[config.mk]
export PLATFORM = sky130hd
export DESIGN_NAME = exu_csr_m
export DESIGN_NICKNAME = d
export VERILOG_FILES = /design/src/rtl/exu_csr_m.sv
export SDC_FILE = /design/constraint.sdc
export NUM_CORES = 2
export LEC_CHECK = 0
export ABC_AREA = 1
export CAP_MARGIN = 10
export CELL_PAD_IN_SITES_DETAIL_PLACEMENT = 0
export CELL_PAD_IN_SITES_GLOBAL_PLACEMENT = 2
export CORE_ASPECT_RATIO = 1.75
export CORE_UTILIZATION = 34
export CTS_BUF_LIST = sky130_fd_sc_hd__clkbuf_4 sky130_fd_sc_hd__clkbuf_8
export DETAILED_ROUTE_END_ITERATION = 10
export PLACE_DENSITY = 0.94
export SETUP_SLACK_MARGIN = 0.1
export SYNTH_ARGS = -nofsm -noshare
export SYNTH_HDL_FRONTEND = slang
export SYNTH_SLANG_ARGS = --single-unit
[constraint.sdc]
create_clock -name clk -period 4.9 [get_ports clk]
set_clock_uncertainty 0.1 [all_clocks]
set_input_delay 0.98 -clock clk [delete_from_list [all_inputs] [get_ports clk]]
set_output_delay 0.98 -clock clk [all_outputs]
set_load 0.02 [all_outputs]
[src/rtl/exu_csr_m.sv]
// Machine-mode CSR file for the execute unit: M-mode status/trap registers,
// vectored mtvec, counter inhibit and 64-bit cycle/instret/hpm counters.
module exu_csr_m #(
  parameter int unsigned HPM_NUM = 4,
  parameter logic [31:0] HART_ID = 32'h0,
  parameter logic [31:0] MIMPID  = 32'hc109,
  parameter bit          VEC_EN  = 1'b1
) (
  input  logic                                    clk,
  input  logic                                    rst_n,
  input  logic [1:0]                              csr_op,
  input  logic [11:0]                             csr_idx,
  input  logic [31:0]                             csr_src,
  input  logic                                    csr_src_zero,
  output logic [31:0]                             csr_rdat,
  output logic                                    csr_ill,
  input  logic                                    trap_ena,
  input  logic [31:0]                             trap_cause,
  input  logic [31:0]                             trap_tval,
  input  logic [31:0]                             epc_pc,
  input  logic                                    mret_ena,
  output logic [31:0]                             trap_pc,
  output logic [31:0]                             mret_pc,
  input  logic                                    ext_ip,
  input  logic                                    tmr_ip,
  input  logic                                    sft_ip,
  output logic                                    irq_req,
  input  logic                                    in_retr,
  input  logic [((HPM_NUM > 0) ? HPM_NUM : 1)-1:0] hpm_evt
);

  localparam int unsigned NCNT     = HPM_NUM + 3;
  localparam logic [63:0] HPM_BITS = ((64'd1 << HPM_NUM) - 64'd1) << 3;
  localparam logic [31:0] INH_MASK = 32'h5 | HPM_BITS[31:0];
  localparam logic [31:0] MISA_VAL = 32'h4000_0100;

  localparam logic [11:0] A_MSTATUS  = 12'h300;
  localparam logic [11:0] A_MISA     = 12'h301;
  localparam logic [11:0] A_MIE      = 12'h304;
  localparam logic [11:0] A_MTVEC    = 12'h305;
  localparam logic [11:0] A_MCNTINH  = 12'h320;
  localparam logic [11:0] A_MSCRATCH = 12'h340;
  localparam logic [11:0] A_MEPC     = 12'h341;
  localparam logic [11:0] A_MCAUSE   = 12'h342;
  localparam logic [11:0] A_MTVAL    = 12'h343;
  localparam logic [11:0] A_MIP      = 12'h344;
  localparam logic [11:0] A_MVENDOR  = 12'hf11;
  localparam logic [11:0] A_MARCH    = 12'hf12;
  localparam logic [11:0] A_MIMP     = 12'hf13;
  localparam logic [11:0] A_MHART    = 12'hf14;
  localparam logic [11:0] A_MCFGPTR  = 12'hf15;

  logic        st_mie_q, st_mie_d, st_mpie_q, st_mpie_d;
  logic [2:0]  mie_en_q, mie_en_d, mip_q, mip_d;
  logic [29:0] tvec_base_q, tvec_base_d;
  logic        tvec_mode_q, tvec_mode_d;
  logic [31:0] mscratch_q, mscratch_d, mcause_q, mcause_d, mtval_q, mtval_d;
  logic [31:0] inhibit_q, inhibit_d;
  logic [30:0] mepc_q, mepc_d;
  logic        irq_req_q, irq_req_d;
  logic [63:0] cnt_q [NCNT];
  logic [63:0] cnt_d [NCNT];

  logic            hit, wr_try, wr_en;
  logic [31:0]     rd_val, wdat;
  logic [NCNT-1:0] cnt_lo_hit, cnt_hi_hit, cnt_inc;

  // Address decode and old-value read mux
  always_comb begin
    hit        = 1'b1;
    rd_val     = 32'd0;
    cnt_lo_hit = '0;
    cnt_hi_hit = '0;
    case (csr_idx)
      A_MSTATUS:  rd_val = {19'd0, 2'b11, 3'd0, st_mpie_q, 3'd0, st_mie_q, 3'd0};
      A_MISA:     rd_val = MISA_VAL;
      A_MIE:      rd_val = {20'd0, mie_en_q[2], 3'd0, mie_en_q[1], 3'd0, mie_en_q[0], 3'd0};
      A_MTVEC:    rd_val = {tvec_base_q, 1'b0, tvec_mode_q};
      A_MCNTINH:  rd_val = inhibit_q;
      A_MSCRATCH: rd_val = mscratch_q;
      A_MEPC:     rd_val = {mepc_q, 1'b0};
      A_MCAUSE:   rd_val = mcause_q;
      A_MTVAL:    rd_val = mtval_q;
      A_MIP:      rd_val = {20'd0, mip_q[2], 3'd0, mip_q[1], 3'd0, mip_q[0], 3'd0};
      A_MVENDOR, A_MARCH, A_MCFGPTR: rd_val = 32'd0;
      A_MIMP:     rd_val = MIMPID;
      A_MHART:    rd_val = HART_ID;
      default: begin
        hit = 1'b0;
        for (int i = 0; i < NCNT; i++) begin
          if (i != 1 && csr_idx[4:0] == 5'(i)) begin
            if (csr_idx[11:5] == 7'h58) begin
              hit           = 1'b1;
              rd_val        = cnt_q[i][31:0];
              cnt_lo_hit[i] = 1'b1;
            end else if (csr_idx[11:5] == 7'h5c) begin
              hit           = 1'b1;
              rd_val        = cnt_q[i][63:32];
              cnt_hi_hit[i] = 1'b1;
            end
          end
        end
      end
    endcase
  end

  always_comb begin
    wr_try = (csr_op != 2'b00) && !(csr_op[1] && csr_src_zero);
    csr_ill = (csr_op != 2'b00) && (!hit || (csr_idx[11:10] == 2'b11 && wr_try));
    wr_en = wr_try && !csr_ill;
    case (csr_op)
      2'b10:   wdat = rd_val | csr_src;
      2'b11:   wdat = rd_val & ~csr_src;
      default: wdat = csr_src;
    endcase
    csr_rdat = (csr_op != 2'b00 && !csr_ill) ? rd_val : 32'd0;
  end

  always_comb begin
    cnt_inc    = '0;
    cnt_inc[0] = 1'b1;
    cnt_inc[2] = in_retr;
    for (int i = 0; i < HPM_NUM; i++) cnt_inc[3+i] = hpm_evt[i];
  end

  // Next state: CSR write, then mret, then trap (later assignment wins)
  always_comb begin
    st_mie_d    = st_mie_q;
    st_mpie_d   = st_mpie_q;
    mie_en_d    = mie_en_q;
    mip_d       = {ext_ip, tmr_ip, sft_ip};
    tvec_base_d = tvec_base_q;
    tvec_mode_d = tvec_mode_q;
    mscratch_d  = mscratch_q;
    mepc_d      = mepc_q;
    mcause_d    = mcause_q;
    mtval_d     = mtval_q;
    inhibit_d   = inhibit_q;
    irq_req_d   = st_mie_q & |(mip_q & mie_en_q);
    if (wr_en) begin
      case (csr_idx)
        A_MSTATUS: begin
          st_mie_d  = wdat[3];
          st_mpie_d = wdat[7];
        end
        A_MIE:      mie_en_d = {wdat[11], wdat[7], wdat[3]};
        A_MTVEC: begin
          tvec_base_d = wdat[31:2];
          if (wdat[1:0] == 2'b00) tvec_mode_d = 1'b0;
          else if (wdat[1:0] == 2'b01 && VEC_EN) tvec_mode_d = 1'b1;
        end
        A_MCNTINH:  inhibit_d  = wdat & INH_MASK;
        A_MSCRATCH: mscratch_d = wdat;
        A_MEPC:     mepc_d     = wdat[31:1];
        A_MCAUSE:   mcause_d   = wdat;
        A_MTVAL:    mtval_d    = wdat;
        default: ;
      endcase
    end
    if (mret_ena) begin
      st_mie_d  = st_mpie_q;
      st_mpie_d = 1'b1;
    end
    if (trap_ena) begin
      st_mpie_d = st_mie_q;
      st_mie_d  = 1'b0;
      mepc_d    = epc_pc[31:1];
      mcause_d  = trap_cause;
      mtval_d   = trap_tval;
    end
  end

  // A write to either half suppresses the counter increment that cycle
  always_comb begin
    for (int i = 0; i < NCNT; i++) begin
      cnt_d[i] = cnt_q[i];
      if (wr_en && cnt_lo_hit[i])      cnt_d[i] = {cnt_q[i][63:32], wdat};
      else if (wr_en && cnt_hi_hit[i]) cnt_d[i] = {wdat, cnt_q[i][31:0]};
      else if (cnt_inc[i] && !inhibit_q[i]) cnt_d[i] = cnt_q[i] + 64'd1;
    end
  end

  always_ff @(posedge clk or negedge rst_n) begin
    if (!rst_n) begin
      st_mie_q    <= 1'b0;
      st_mpie_q   <= 1'b0;
      mie_en_q    <= 3'd0;
      mip_q       <= 3'd0;
      tvec_base_q <= 30'd0;
      tvec_mode_q <= 1'b0;
      mscratch_q  <= 32'd0;
      mepc_q      <= 31'd0;
      mcause_q    <= 32'd0;
      mtval_q     <= 32'd0;
      inhibit_q   <= 32'd0;
      irq_req_q   <= 1'b0;
      for (int i = 0; i < NCNT; i++) cnt_q[i] <= 64'd0;
    end else begin
      st_mie_q    <= st_mie_d;
      st_mpie_q   <= st_mpie_d;
      mie_en_q    <= mie_en_d;
      mip_q       <= mip_d;
      tvec_base_q <= tvec_base_d;
      tvec_mode_q <= tvec_mode_d;
      mscratch_q  <= mscratch_d;
      mepc_q      <= mepc_d;
      mcause_q    <= mcause_d;
      mtval_q     <= mtval_d;
      inhibit_q   <= inhibit_d;
      irq_req_q   <= irq_req_d;
      for (int i = 0; i < NCNT; i++) cnt_q[i] <= cnt_d[i];
    end
  end

  assign trap_pc = {tvec_base_q, 2'b00} +
                   ((tvec_mode_q && trap_cause[31]) ? {25'd0, trap_cause[4:0], 2'b00} : 32'd0);
  assign mret_pc = {mepc_q, 1'b0};
  assign irq_req = irq_req_q;

endmodule

==> out/qor.csv <==
metric;value;unit
Worst Hold Slack;0.0301;ns
unique cell type count in the Yosys netlist;51;
area grow syn2layout;27.8;%
Crit Path Max Fanout;3;
main flop type after synthesis;dfrtp_1;
DIE WIDTH;272;um
Peak VDD IR;0.216;mV
htree depth;3;
TritonCTS Buffers;93;
CP Data Required Time;3.82;ns
critical path arrival;4.11;ns
outcome;finished, violations left;
min cycle time layout;5.19;ns
Post-Synthesis Mean Instance Area;6.19;sq um
LEAKAGE;25.5;nW
Starting Density;34.2;%
Max Slew Vio Count;0;
Seq/Total Area, Yosys;32.1;%
GRT met1 Usage;42.3;%
dpl ws;-1.11;ns
RSZ-0062 raised after global routing;yes;
Overflow after GRT;0;
Yosys reg bits;557;
Placeable Area;0.127;sq mm
# IOs;253;
first drt pass iteration count;7;
worst slew pin tran;1.32;ns
DP HPWL;204;mm
CP Launch Type;register;
CTS Sinks;557;
worst path cell trace;buf_4, buf_6, nand3_4, fa_2, nand3b_1, nand2_2, nand2_2, a21oi_2, buf_4, nand3_4, nor3_4, buf_6, nand4_1, nor2_2, nand2_2, nor3_2, xor2_1, buf_4;
period utilization;106;%
Area after DPL;0.0519;sq mm
fin area;0.0554;sq mm
I/O Buffers;248;
GRT busiest layer;met2;
Synth async-reset ratio;100;%
DRC Markers;0;
vias in the first global route;53373;
failing checks;setup timing;
f_max;193;MHz
layout cell share with drive strength beyond 1;14.5;%
Multi-input gate area;0.0267;sq mm
First DRT Iteration DRCs;7616;
Max clock buf depth;3;
# setup viols final;11;
first-pass GRT wire length;388;mm
DRT Wirelength;278;mm
Filler cells;13795;
die area;0.129;sq mm
YS warnings;0;
CTS tree;done;
clk_lat worst skew;0.89;ns
HP Class;in -> async;
# nets final;7823;
Critical Path Sink Type;primary output;
post-cts hold buffer count;0;
Die Ht;475;um
Placer Congestion;1.19;
vias;56496;
register area;0.0139;sq mm
PnR worst setup slack;-0.292;ns
Detail Route Antenna Nets;0;
clock root buffer;clkbuf_8;
CP bufs+invs;5;
family with the most delay on the worst path;simple AND/OR/NAND/NOR gates;
final hold vios;0;
Worst path max stage delay;0.46;ns
commonest non-fill, non-tap cell in the layout;nand2_1;
Crit-path slowest cell;dfrtp_2;
Total GRT Usage;42.7;%
most frequent cells in the layout;nand2_1, nand3_1, nor2_1;
clock transition at the registers of the reported paths;0.07;ns
met2 Track Usage GR;65.6;%
slew margin rel.;11.0;%
Mapped Area;0.0434;sq mm
Post-synth EDFFs;0;
critical path class;reg -> out;
Max-cap violations;0;
Site Rows;173;
vias per std cell;5.99;
Post-Syn Instances;7010;
P per Cell Area;194;mW/mm^2
GR Util met3;16.4;%
DR WL/cell;29.5;um
initial antenna violation count;44;
largest net degree at the start of global routing;101;
flip-flops by register name, indices dropped and copies added (netlist names), 3 cells and up:
signal / cells
mtval_q: 32
mip_q: 3
mcause_q: 32
cnt_q: 384
inhibit_q: 6
mscratch_q: 32
mepc_q: 31
mie_en_q: 3
tvec_base_q: 30
power breakdown:
group / switching, W / internal (W) / total (W)
Sequential: 0.0000728 / 0.00467 / 0.00474
Combinational: 0.000796 / 0.000342 / 0.00114
Clock: 0.00237 / 0.00252 / 0.00489
Total: 0.00324 / 0.00753 / 0.0108
per-layer routing:
layer / up-vias / share of wire [%]
met5: - / 0.11
met4: 24 / 14
met3: 1684 / 12
met2: 4461 / 43
met1: 26325 / 31
li1: 24002 / -
final timing paths:
check | start | depth (start not counted) | slack [ns] | to
min in group clk | cnt_q[240] | 2 | 0.38 | cnt_q[240]
worst max register to register | cnt_q[65] | 15 | 0.77 | cnt_q[110]
max in group asynchronous | rst_n | 2 | 3.54 | mepc_q[26]
worst min register to register | cnt_q[240] | 2 | 0.38 | cnt_q[240]
worst max-delay path | tvec_mode_q | 18 | -0.29 | trap_pc[30]
worst min-delay path | rst_n | 1 | 0.03 | cnt_q[250]
what timing repair did:
item	CTS	global route
cloned	4	3
pin swaps	31	28
resized for setup	330	121
setup buffers	20	22
setup endpoints to repair	57	54
Yosys cell counts (7+ instances only):
cell type  number  area share [%]
a211oi_1       19            0.33
a21oi_1        88             1.0
a31oi_1         7            0.10
buf_1          17            0.15
buf_2         146             1.7
buf_4          12            0.21
clkbuf_1      152             1.3
clkinv_1       13            0.11
dfrtp_1       557              32
ha_1           11            0.32
inv_1         575             5.0
inv_2          19            0.16
nand2_1      2483              21
nand3_1       945              11
nand3b_1       27            0.47
nand4_1       214             3.1
nor2_1        797             6.9
nor2_2         15            0.22
nor3_1        181             2.1
nor4_1         56            0.81
o2111ai_1       9            0.18
o211ai_1       14            0.24
o21ai_0       137             1.6
o21ai_1        12            0.14
o22ai_1       102             1.5
or2_2          41            0.59
xnor2_1        48            0.97
xor2_1        259             5.2
worst reg2reg max path, cell delays in order, from the launching register on:
cell and delay (ns):
dfrtp_1 0.49, ha_1 0.29, nand2_1 0.07, inv_1 0.11
nand2_1 0.09, nor2_1 0.25, inv_1 0.09, nor2_1 0.51
nand3_1 0.19, nor2_1 0.31, nand4_1 0.43, nor2_1 0.50
xor2_1 0.12, or2_2 0.29, nand3_1 0.08, nand2_1 0.05
logic make-up (layout without fill, tap and decap cells):
logic type	Yosys count	after routing	synth area share (%)
other cells	1	46	0.00864
simple gates	4785	4785	47.1
fa+ha+maj	12	12	0.363
compound gates	413	414	5.55
buf+inv	935	1643	8.63
xor+xnor	307	307	6.20
flops	557	557	32.1
stage by stage:
stage	cells	TNS (ns)	util (%)	power, W
after floorplan	7012	0	-	0.00507
after global routing	9397	-2.79	43.6	0.0109
final	9426	-2.08	43.7	0.0108
after CTS	9357	-2.27	43.1	0.0107
after detailed placement	9174	-23.36	40.9	0.00588
after global placement	9174	-24.99	40.9	0.00588
final cells by class:
type | count | share of cell area [%]
clock inverter | 20 | 0.463
timing repair buffer | 876 | 15.0
sequential | 557 | 25.1
tap | 1662 | 3.75
multi-input combinational | 5521 | 48.2
inverter | 607 | 4.12
antenna | 43 | 0.194
clock buffer | 140 | 3.18
(Power assumes the default switching activity.)
